[config.mk]
export PLATFORM = sky130hd
export DESIGN_NAME = adc_osr_decimator
export DESIGN_NICKNAME = d
export VERILOG_FILES = /design/src/rtl/adc_osr_pkg.sv /design/src/rtl/adc_osr_fifo.sv /design/src/rtl/adc_osr_decimator.sv
export SDC_FILE = /design/constraint.sdc
export NUM_CORES = 1
export LEC_CHECK = 0
export CELL_PAD_IN_SITES_DETAIL_PLACEMENT = 1
export CELL_PAD_IN_SITES_GLOBAL_PLACEMENT = 1
export CORE_AREA = 2 2 163 101
export DETAILED_ROUTE_END_ITERATION = 6
export DIE_AREA = 0 0 165 103
export PLACE_DENSITY = 0.81
export SYNTH_ARGS = -nofsm -noshare
export SYNTH_HDL_FRONTEND = slang
export SYNTH_SLANG_ARGS = --single-unit
export TNS_END_PERCENT = 50
[constraint.sdc]
create_clock -name clk -period 4.65 [get_ports clk]
set_clock_uncertainty 0.2 [all_clocks]
set_input_delay 0.6975 -clock clk [delete_from_list [all_inputs] [get_ports clk]]
set_output_delay 0.6975 -clock clk [all_outputs]
set_load 0.005 [all_outputs]
[src/rtl/adc_osr_pkg.sv]
// adc_osr_pkg
// Shared constants and helpers for the ADC oversampling decimator.
//   OSR_MAX_LOG2   : largest supported log2 of the oversampling ratio
//   DATA_BITS      : width of an ADC conversion result
//   ACC_BITS       : accumulator width. It holds 2^OSR_MAX_LOG2 full-scale
//                    samples, so it can never wrap.
//   window_end_cnt : sample-counter value of the last sample in a window
package adc_osr_pkg;

  localparam int OSR_MAX_LOG2 = 7;
  localparam int DATA_BITS    = 12;
  localparam int ACC_BITS     = DATA_BITS + OSR_MAX_LOG2;

  // A window of 2^osr samples ends when the zero-based counter reaches 2^osr - 1.
  function automatic int unsigned window_end_cnt(input int unsigned osr);
    return (32'd1 << osr) - 32'd1;
  endfunction

endpackage

[src/rtl/adc_osr_fifo.sv]
// adc_osr_fifo
// Small synchronous FIFO with a drop-on-full push policy.
// DEPTH must be a power of two (>= 2) so that the pointers wrap naturally.
// Ports:
//   clk, rst  : clock and synchronous active-high reset (clears everything)
//   push      : write push_data this cycle
//   push_data : word to write
//   pop       : remove the head word. It is ignored when the FIFO is empty.
//   head      : oldest stored word; 0 when empty
//   full      : DEPTH words stored
//   empty     : no words stored
//   drop      : a push was discarded because the FIFO was full and no pop
//               freed a slot in the same cycle
module adc_osr_fifo #(
  parameter int WIDTH = 16,
  parameter int DEPTH = 4
) (
  input  logic             clk,
  input  logic             rst,
  input  logic             push,
  input  logic [WIDTH-1:0] push_data,
  input  logic             pop,
  output logic [WIDTH-1:0] head,
  output logic             full,
  output logic             empty,
  output logic             drop
);
  import adc_osr_pkg::*;

  localparam int PTR_W = (DEPTH > 1) ? $clog2(DEPTH) : 1;
  localparam int CNT_W = $clog2(DEPTH + 1);

  logic [WIDTH-1:0] mem [DEPTH];
  logic [PTR_W-1:0] wr_ptr;
  logic [PTR_W-1:0] rd_ptr;
  logic [CNT_W-1:0] count;

  logic pop_ok;
  logic push_ok;

  assign full  = (count == CNT_W'(DEPTH));
  assign empty = (count == '0);

  // When the FIFO is full, a pop in the same cycle frees the head slot.
  // The new word goes into that slot (wr_ptr == rd_ptr when full), so a
  // simultaneous push is accepted.
  assign pop_ok  = pop & ~empty;
  assign push_ok = push & (~full | pop_ok);
  assign drop    = push & full & ~pop_ok;

  always_ff @(posedge clk) begin
    if (rst) begin
      wr_ptr <= '0;
      rd_ptr <= '0;
      count  <= '0;
      for (int i = 0; i < DEPTH; i++) begin
        mem[i] <= '0;
      end
    end else begin
      if (push_ok) begin
        mem[wr_ptr] <= push_data;
        wr_ptr      <= wr_ptr + PTR_W'(1);
      end
      if (pop_ok) begin
        rd_ptr <= rd_ptr + PTR_W'(1);
      end
      case ({push_ok, pop_ok})
        2'b10:   count <= count + CNT_W'(1);
        2'b01:   count <= count - CNT_W'(1);
        default: count <= count;
      endcase
    end
  end

  // The head is read straight from the storage registers. It stays stable
  // until a pop advances rd_ptr, and it reads as zero when nothing is stored.
  assign head = empty ? '0 : mem[rd_ptr];

endmodule

[src/rtl/adc_osr_decimator.sv]
// adc_osr_decimator
// Accumulates 2^k consecutive ADC results (k = 0..OSR_MAX_LOG2, latched at
// window start). It emits one left-aligned OUT_BITS word per window into an
// output FIFO.
// Ports:
//   clk, rst          : clock and synchronous active-high reset
//   data_in           : conversion result, sampled on the strobe's first cycle
//   data_valid_in     : conversion-finished strobe (a multi-cycle high counts once)
//   osr_control_in    : requested log2 oversampling ratio, clamped to OSR_MAX_LOG2
//   clear_overflow_in : clears the sticky overflow flag (a new drop wins)
//   data_out          : FIFO head word, 0 when empty
//   data_valid_out    : FIFO not empty
//   data_ready_in     : consumer ready
//   overflow_out      : sticky flag, set when a word was dropped on a full FIFO
//
// Output handshake: a word transfers on every rising edge where
// data_valid_out and data_ready_in are both high. While data_valid_out is
// high and no transfer happens, data_out holds its value. data_ready_in is
// ignored while data_valid_out is low.
module adc_osr_decimator #(
  parameter int DATA_BITS    = 12,
  parameter int OUT_BITS     = 16,
  parameter int OSR_MAX_LOG2 = 7,
  parameter int FIFO_DEPTH   = 4
) (
  input  logic                 clk,
  input  logic                 rst,
  input  logic [DATA_BITS-1:0] data_in,
  input  logic                 data_valid_in,
  input  logic [2:0]           osr_control_in,
  input  logic                 clear_overflow_in,
  output logic [OUT_BITS-1:0]  data_out,
  output logic                 data_valid_out,
  input  logic                 data_ready_in,
  output logic                 overflow_out
);
  import adc_osr_pkg::*;

  localparam int         ACC_W   = DATA_BITS + OSR_MAX_LOG2;
  localparam int         CNT_W   = (OSR_MAX_LOG2 > 0) ? OSR_MAX_LOG2 : 1;
  localparam logic [2:0] OSR_MAX = 3'(OSR_MAX_LOG2);

  // Registered state
  logic             valid_d;
  logic [ACC_W-1:0] acc;
  logic [CNT_W-1:0] cnt;
  logic [2:0]       osr_r;

  // Combinational datapath
  logic             sample_en;
  logic             window_start;
  logic             window_end;
  logic [2:0]       osr_clamped;
  logic [2:0]       osr_eff;
  logic [ACC_W-1:0] acc_next;
  logic [ACC_W-1:0] aligned;
  logic [OUT_BITS-1:0] word;

  // FIFO interface
  logic fifo_pop;
  logic fifo_full;
  logic fifo_empty;
  logic fifo_drop;

  // Rising-edge detect. The ADC holds its strobe for more than one cycle,
  // so only the first high cycle is used.
  assign sample_en   = data_valid_in & ~valid_d;
  assign osr_clamped = (osr_control_in > OSR_MAX) ? OSR_MAX : osr_control_in;

  always_comb begin
    window_start = (cnt == '0);
    // The first sample of a window already uses the ratio being latched,
    // so a 1-sample window (k=0) closes on the same sample it opens with.
    osr_eff      = window_start ? osr_clamped : osr_r;
    acc_next     = window_start ? ACC_W'(data_in) : acc + ACC_W'(data_in);
    window_end   = sample_en && (cnt == CNT_W'(window_end_cnt(int'(osr_eff))));
    // Shift the sum into the top of the accumulator range, then keep the
    // upper OUT_BITS (plain truncation).
    aligned      = acc_next << (OSR_MAX - osr_eff);
    word         = aligned[ACC_W-1 -: OUT_BITS];
  end

  always_ff @(posedge clk) begin
    if (rst) begin
      valid_d <= 1'b0;
      acc     <= '0;
      cnt     <= '0;
      osr_r   <= '0;
    end else begin
      valid_d <= data_valid_in;
      if (sample_en) begin
        if (window_start) begin
          osr_r <= osr_clamped;
        end
        acc <= acc_next;
        cnt <= window_end ? '0 : cnt + CNT_W'(1);
      end
    end
  end

  // Sticky overflow. A drop in the same cycle as a clear takes priority.
  always_ff @(posedge clk) begin
    if (rst) begin
      overflow_out <= 1'b0;
    end else if (fifo_drop) begin
      overflow_out <= 1'b1;
    end else if (clear_overflow_in) begin
      overflow_out <= 1'b0;
    end
  end

  assign fifo_pop       = data_valid_out & data_ready_in;
  assign data_valid_out = ~fifo_empty;

  adc_osr_fifo #(
    .WIDTH (OUT_BITS),
    .DEPTH (FIFO_DEPTH)
  ) u_fifo (
    .clk       (clk),
    .rst       (rst),
    .push      (window_end),
    .push_data (word),
    .pop       (fifo_pop),
    .head      (data_out),
    .full      (fifo_full),
    .empty     (fifo_empty),
    .drop      (fifo_drop)
  );

  // A word can only be dropped when the FIFO reports full.
  drop_only_when_full: assert property (@(posedge clk) disable iff (rst)
    fifo_drop |-> fifo_full);

endmodule
# Word-level counts from Yosys, hierarchy flattened
# Memory sizes are Yosys's and may differ from the RTL's. A register that Yosys moved wholly into a read port is not among the register bits.
# Index checks and enable logic that the tools add are counted.
[word_totals] register_bits=38 ramBits=64 in_bits=20 out_inout_bits=18 word_cells=59 memories=1
[mem_list] name="u_fifo.mem" depth=4 width=16 read_ports=1 rd_clocked_by_memory_dff=1 wr=4 line_no="adc_osr_fifo.sv:33" rtl="logic [WIDTH-1:0] mem [DEPTH];"
[classes] add_sub_neg=8 n_lt_le_gt_ge=1 eq_ne=4 n_shift=2 muxes=18 n_bitwise=11 reduce_logical=6
[ops] op="$mux W16" count=2
[ops] op="$add A19 B12 Y19" count=1
[ops] op="$mux W19" count=1
[ops] op="$shl A19 B3 Y19" count=1
[ops] op="$reduce_or A16 Y1" count=1
[ops] op="$mux W1" count=8
[ops] op="$add A7 B1 Y7 const B" count=1
[ops] op="$eq A7 B7 Y1" count=1
[ops] op="$logic_not A7 Y1" count=1
[ops] op="$mux W7" count=1
[ops] op="$shl A1 B3 Y7 const A" count=1
[ops] op="$sub A7 B1 Y7 const B" count=1
[ops] op="$and A1 B1 Y1" count=6
[ops] op="$mux W2" count=3
[ops] op="$mux W3" count=2
[ops] op="$pmux W3 S2" count=1
[ops] op="$add A2 B1 Y2 const B" count=2
[ops] op="$not A1 Y1" count=4
[ops] op="$reduce_bool A2 Y1" count=2
[ops] op="$add A3 B1 Y3 const B" count=1
[ops] op="$eq A3 B3 Y1 const B" count=1
[ops] op="$gt A3 B3 Y1 const B" count=1
[ops] op="$logic_not A3 Y1" count=1
[ops] op="$sub A3 B1 Y3 const B" count=1
[ops] op="other kinds (5)" count=5

# Longest topological paths before layout
[depth] depth_word=13 ltp_mapped=22 depth_no_buf=18

# Hierarchy
# From an unflattened synthesis, not the netlist that was laid out.
[hier_totals] cells_unflattened=647 hier_area_um2=6548.8
[by_module_without_submodules] mod="adc_osr_fifo" instances=1 cells_each=225 area_per_inst_um2=3354.5 seq_area_each_um2=2102.0
[by_module_without_submodules] mod="adc_osr_decimator" instances=1 cells_each=422 area_per_inst_um2=3194.3 seq_area_each_um2=620.6

# Least setup slack after synthesis
# Ideal clock, no wire load.
[synth_timing] path_type="register to register" from="reg cnt[0]" to="reg u_fifo.count[2]" setup_ps=71 arrival_ps=4530 t_required_ps=4379 path_slack_ps=-150 path_stages_with_launch=22 path_buffers=4 period_less_slack_ps=4800 cell_sequence="dfxtp_1 inv_1 ha_1 nor4b_4 and2_1 buf_4 buf_2 buf_2 a21o_1 nand2_1 ha_1 xnor2_1 o311a_1 o211ai_2 clkbuf_1 or2_2 ha_1 inv_1 fa_1 xor2_1 or3_1 a21oi_1"
[synth_via] elab_chain_cells=9 elab_cells_between_ends=11 classes_between="1 x add/sub; 3 x eq/ne; 1 x shift; 2 x mux; 1 x bitwise; 3 x reduce/logical"
[synth_rtl] element="start, declared" line_no="adc_osr_decimator.sv:46" rtl="logic [CNT_W-1:0] cnt;"
[synth_rtl] element="start signal, assigned" line_no="adc_osr_decimator.sv:96" rtl="cnt <= window_end ? '0 : cnt + CNT_W'(1);"
[synth_rtl] element="$logic_not A7 Y1" line_no="adc_osr_decimator.sv:71" rtl="window_start = (cnt == '0);"
[synth_rtl] element="$mux W3"
[synth_rtl] element="$shl A1 B3 Y7" line_no="adc_osr_pkg.sv:16" rtl="return (32'd1 << osr) - 32'd1;"
[synth_rtl] element="$sub A7 B1 Y7" line_no="adc_osr_pkg.sv:16"
[synth_rtl] element="$eq A7 B7 Y1 (*)" line_no="adc_osr_decimator.sv:76" rtl="window_end = sample_en && (cnt == CNT_W'(window_end_cnt(int'(osr_eff))));"
[synth_rtl] element="$logic_and A1 B1 Y1 (*)" line_no="adc_osr_decimator.sv:76"
[synth_rtl] element="$and A1 B1 Y1 (*)" line_no="adc_osr_fifo.sv:48" rtl="assign push_ok = push & (~full | pop_ok);"
[synth_rtl] element="$eq A2 B1 Y1 or $eq A2 B2 Y1 (tied branches)" line_no="adc_osr_fifo.sv:67" rtl="case ({push_ok, pop_ok})"
[synth_rtl] element="$pmux W3 S2 or $reduce_bool A2 Y1 (tied branches)"
[synth_rtl] element="end signal, assigned" line_no="adc_osr_fifo.sv:68" rtl="2'b10: count <= count + CNT_W'(1);"
[synth_rtl] element="end signal, assigned" line_no="adc_osr_fifo.sv:69" rtl="2'b01: count <= count - CNT_W'(1);"
[synth_rtl] element="end signal, assigned" line_no="adc_osr_fifo.sv:70" rtl="default: count <= count;"
[synth_rtl] element="end, declared" line_no="adc_osr_fifo.sv:36" rtl="logic [CNT_W-1:0] count;"
# Every way passes the cells marked *; elsewhere a longest branch is shown, timed or not.
# A chain may end at the register's enable or synchronous reset.

# Final worst setup path
# Same ends and word-level chain as after synthesis.

==> flow_summary.yaml <==
run_status:
  status: "finished clean"
floorplan:
  row_count: 36
  core_um2: 15720
  fp.dieH_um: 103
  initial_utilization_pct: 41.83
  io_pins: 38
  die_area_um2: 17000
  die_x_um: 165
hold_path:
  hp-class: "flop to flop"
  hold_start: "cnt[0]"
  whs_endpoint: "cnt[0]"
  hold_depth: 2
setup_path:
  crit_required_ns: 4.72
  r2r-end: "u_fifo.count[2]"
  arrival_ns: 4.47
  reg2reg_depth: 18
  reg2reg_from: "cnt[0]"
  endpoint_kind: "flop"
  crit_fanout: 5
  start_kind: "flop"
  r2r_setup_slack_ns: 0.25
  crit_type: "flop to flop"
synth:
  seq_area_frac_synth_pct: 41.41
  ys_ff_latch: 104
  synthArstFlopShare_pct: 0
  synthFlopType: "edfxtp_1"
  syn_area_per_cell_um2: 9.683
  synth-edff-count: 64
  syn_area_um2: 6575
  ys.warnings.count: 0
  synth.distinct_cells: 69
  synth.net_count: 717
  syn_inst: 679
power_and_ir_drop:
  leakage_nw: 2.811
  combPwrFrac_pct: 25.3
  p_int_mw: 1.616
  switching_share_pct: 32.42
  p_sw_uw: 775.3
  ir_drop_uv: 171.3
  power_frac_clock_pct: 31.9
  power_mw: 2.391
  power_density_nw_per_um2: 311.9
  seq_power_share_pct: 42.8
timing:
  fin_ws_ns: 0.2488
  rsz0062_at_grt: "no"
  finalHoldViolCount: 0
  slew_headroom_pct: 42.88
  worst_slew_pin_slew_ns: 0.8557
  setup_violations: 0
  fmax_mhz: 227.2
  fin_crit_sh_pct: 94.65
  finalWorstPathRequiredPeriod_ns: 4.401
  final_max_slew_viol_count: 0
global_routing:
  grt_pass1_wl_um: 33220
  grt_usage_pct: 25.57
  grt_pass1_vias: 5951
  grt_max_degree: 33
  overflow: 0
  antenna_found_initial: 1
place:
  pre_cts_ws_ns: -0.04915
  hpwl_um: 15350
  place_area_um2: 7363
  portBuffers: 37
  gp_congestion: 0.9107
clock_network:
  cts_buffer_depth: 2
  clock-root-buffer: "clkbuf_16"
  clk_pin_slew_ns: 0.08
  cts-resized-gates: 0
  htree_levels: 3
  cts_made_buffers: 9
  clk_latency_ns: 0.36
  cts_sinks: 104
  cts_setup_buffers: 0
  cts_tree: "done"
  cts_hold_buf: 0
layout:
  fin_nets: 764
  drive_gt1_share_pct: 15.73
  final_cell_mix: "90 x nor2_1, 64 x edfxtp_1, 50 x nand2_1"
  layout_commonest_cell: "nor2_1"
  fin_util_pct: 48.77
  area_delta_synth_final_pct: 16.61
  final_cell_area_um2: 7667
drt:
  drc: 0
  drt_iter0_drc: 516
  via_per_inst: 6.051
  vias: 5694
  final_antenna_net_count: 0
  drt_wl_total_um: 20670
  first_pass_iters: 5
  wl_per_cell_um: 21.96
job:
  maxCapViolCount: 0
-- power by group through the flow --
| stage | registers (mW) | clock network (mW) | logic, mW |
|---|---|---|---|
| 2_1_floorplan | 1.04 | 0 | 0.390 |
| 4_1_cts | 1.02 | 0.772 | 0.594 |
| 6_report | 1.02 | 0.762 | 0.605 |
| 3_3_place_gp | 1.04 | 0 | 0.567 |
| 5_1_grt | 1.03 | 0.808 | 0.652 |
| 3_5_place_dp | 1.05 | 0 | 0.589 |
-- stage by stage --
stage,setup TNS [ns],hold slack [ns],std cells
after detailed placement,-0.05263,0.2812,924
after global routing,0,0.3161,940
after global placement,0,0.2598,924
final,0,0.2876,941
after floorplan,0,0.2536,679
after CTS,0,0.2935,940
-- worst max path at each step --
stage / slack, ns / endpoint / start / cells past startpoint
5_1_grt: 0.003 / u_fifo.count[2] / cnt[0] / 18
3_5_place_dp: -0.05 / u_fifo.count[2] / osr_control_in[2] / 15
3_3_place_gp: 0.17 / u_fifo.count[2] / osr_control_in[2] / 15
4_1_cts: 0.18 / u_fifo.count[2] / cnt[0] / 18
6_report: 0.25 / u_fifo.count[2] / cnt[0] / 18
2_1_floorplan: 0.004 / u_fifo.count[2] / cnt[0] / 22
-- synth_stat cells, types with 3 or more instances --
cell type / instances / area share (%)
a311oi_1: 5 / 0.67
nor2_1: 90 / 5.1
nor3b_1: 4 / 0.46
nand2_1: 50 / 2.9
mux2i_1: 16 / 2.4
clkbuf_1: 31 / 1.8
and2_1: 25 / 2.4
a211o_1: 3 / 0.40
buf_2: 5 / 0.38
nor2_2: 10 / 0.95
o31ai_1: 5 / 0.57
mux2_2: 8 / 1.4
a21oi_1: 36 / 2.7
a211oi_1: 15 / 1.7
nand2b_1: 10 / 0.95
o221ai_1: 4 / 0.53
o211a_1: 3 / 0.46
nand4_1: 5 / 0.48
nor4_1: 5 / 0.48
edfxtp_1: 64 / 29
or3_1: 5 / 0.48
o21ai_0: 25 / 1.9
mux4_2: 18 / 6.2
or2_2: 4 / 0.38
nor3_1: 21 / 1.6
nand3_1: 11 / 0.84
o2111ai_1: 3 / 0.40
inv_1: 16 / 0.91
or4_1: 3 / 0.34
nor2b_1: 4 / 0.38
o211ai_1: 14 / 1.6
a31oi_1: 5 / 0.48
xnor2_1: 20 / 2.7
xor2_1: 9 / 1.2
and3_1: 17 / 1.6
o22ai_1: 4 / 0.38
a21o_1: 7 / 0.80
ha_1: 16 / 3.0
buf_1: 4 / 0.23
dfxtp_1: 40 / 12
-- critical path, cell delays in order, from the launching register on --
cell and delay, ns:
dfxtp_1 0.36, inv_1 0.11, ha_1 0.22, nor4b_4 0.13, and2_1 0.19, o31ai_1 0.43, nand2_1 0.18, ha_4 0.22
mux4_2 0.44, xnor2_1 0.15, nor3_2 0.22, o211ai_2 0.11, or2_2 0.29, ha_1 0.23, inv_1 0.08, fa_1 0.19
xor2_1 0.08, or3_1 0.31, a21oi_1 0.16
-- cell type report --
class / count / area [um^2]
clock inverter: 7 / 70.07
antenna: 1 / 2.502
fill: 1758 / 8053
timing repair buffer: 79 / 698.2
tap: 209 / 261.5
sequential: 104 / 2723
multi-input combinational: 515 / 3623
inverter: 17 / 63.81
clock buffer: 9 / 225.2
-- state kept, by name, indices dropped and copies added (netlist names), named ones only --
signal	count
u_fifo.count	3
u_fifo.mem	64
u_fifo.wr_ptr	2
acc	19
cnt	7
valid_d	1
osr_r	3
u_fifo.rd_ptr	2
overflow_out	1
-- metal layers --
metal	track usage, %	vias to the layer above	wire, um
li1	-	2613	-
met1	36.90	2910	9813
met2	41.38	160	9600
met3	4.304	11	1156
met4	3.946	0	96
met5	0	-	0
-- cells by family (layout without fill, tap and decap cells) --
kind of cell    count (synthesis)  count (layout)  share of synthesized area (%)
compound gates                150             150                          16.10
xor+xnor                       29              29                          3.863
fa+ha+maj                      18              18                          3.654
buf+inv                        60             112                          3.806
flops                         104             104                          41.41
mux                            43              43                          10.18
other cells                     0               1                              0
simple gates                  275             275                          20.99
No activity file was read; power rests on OpenSTA's default activity.
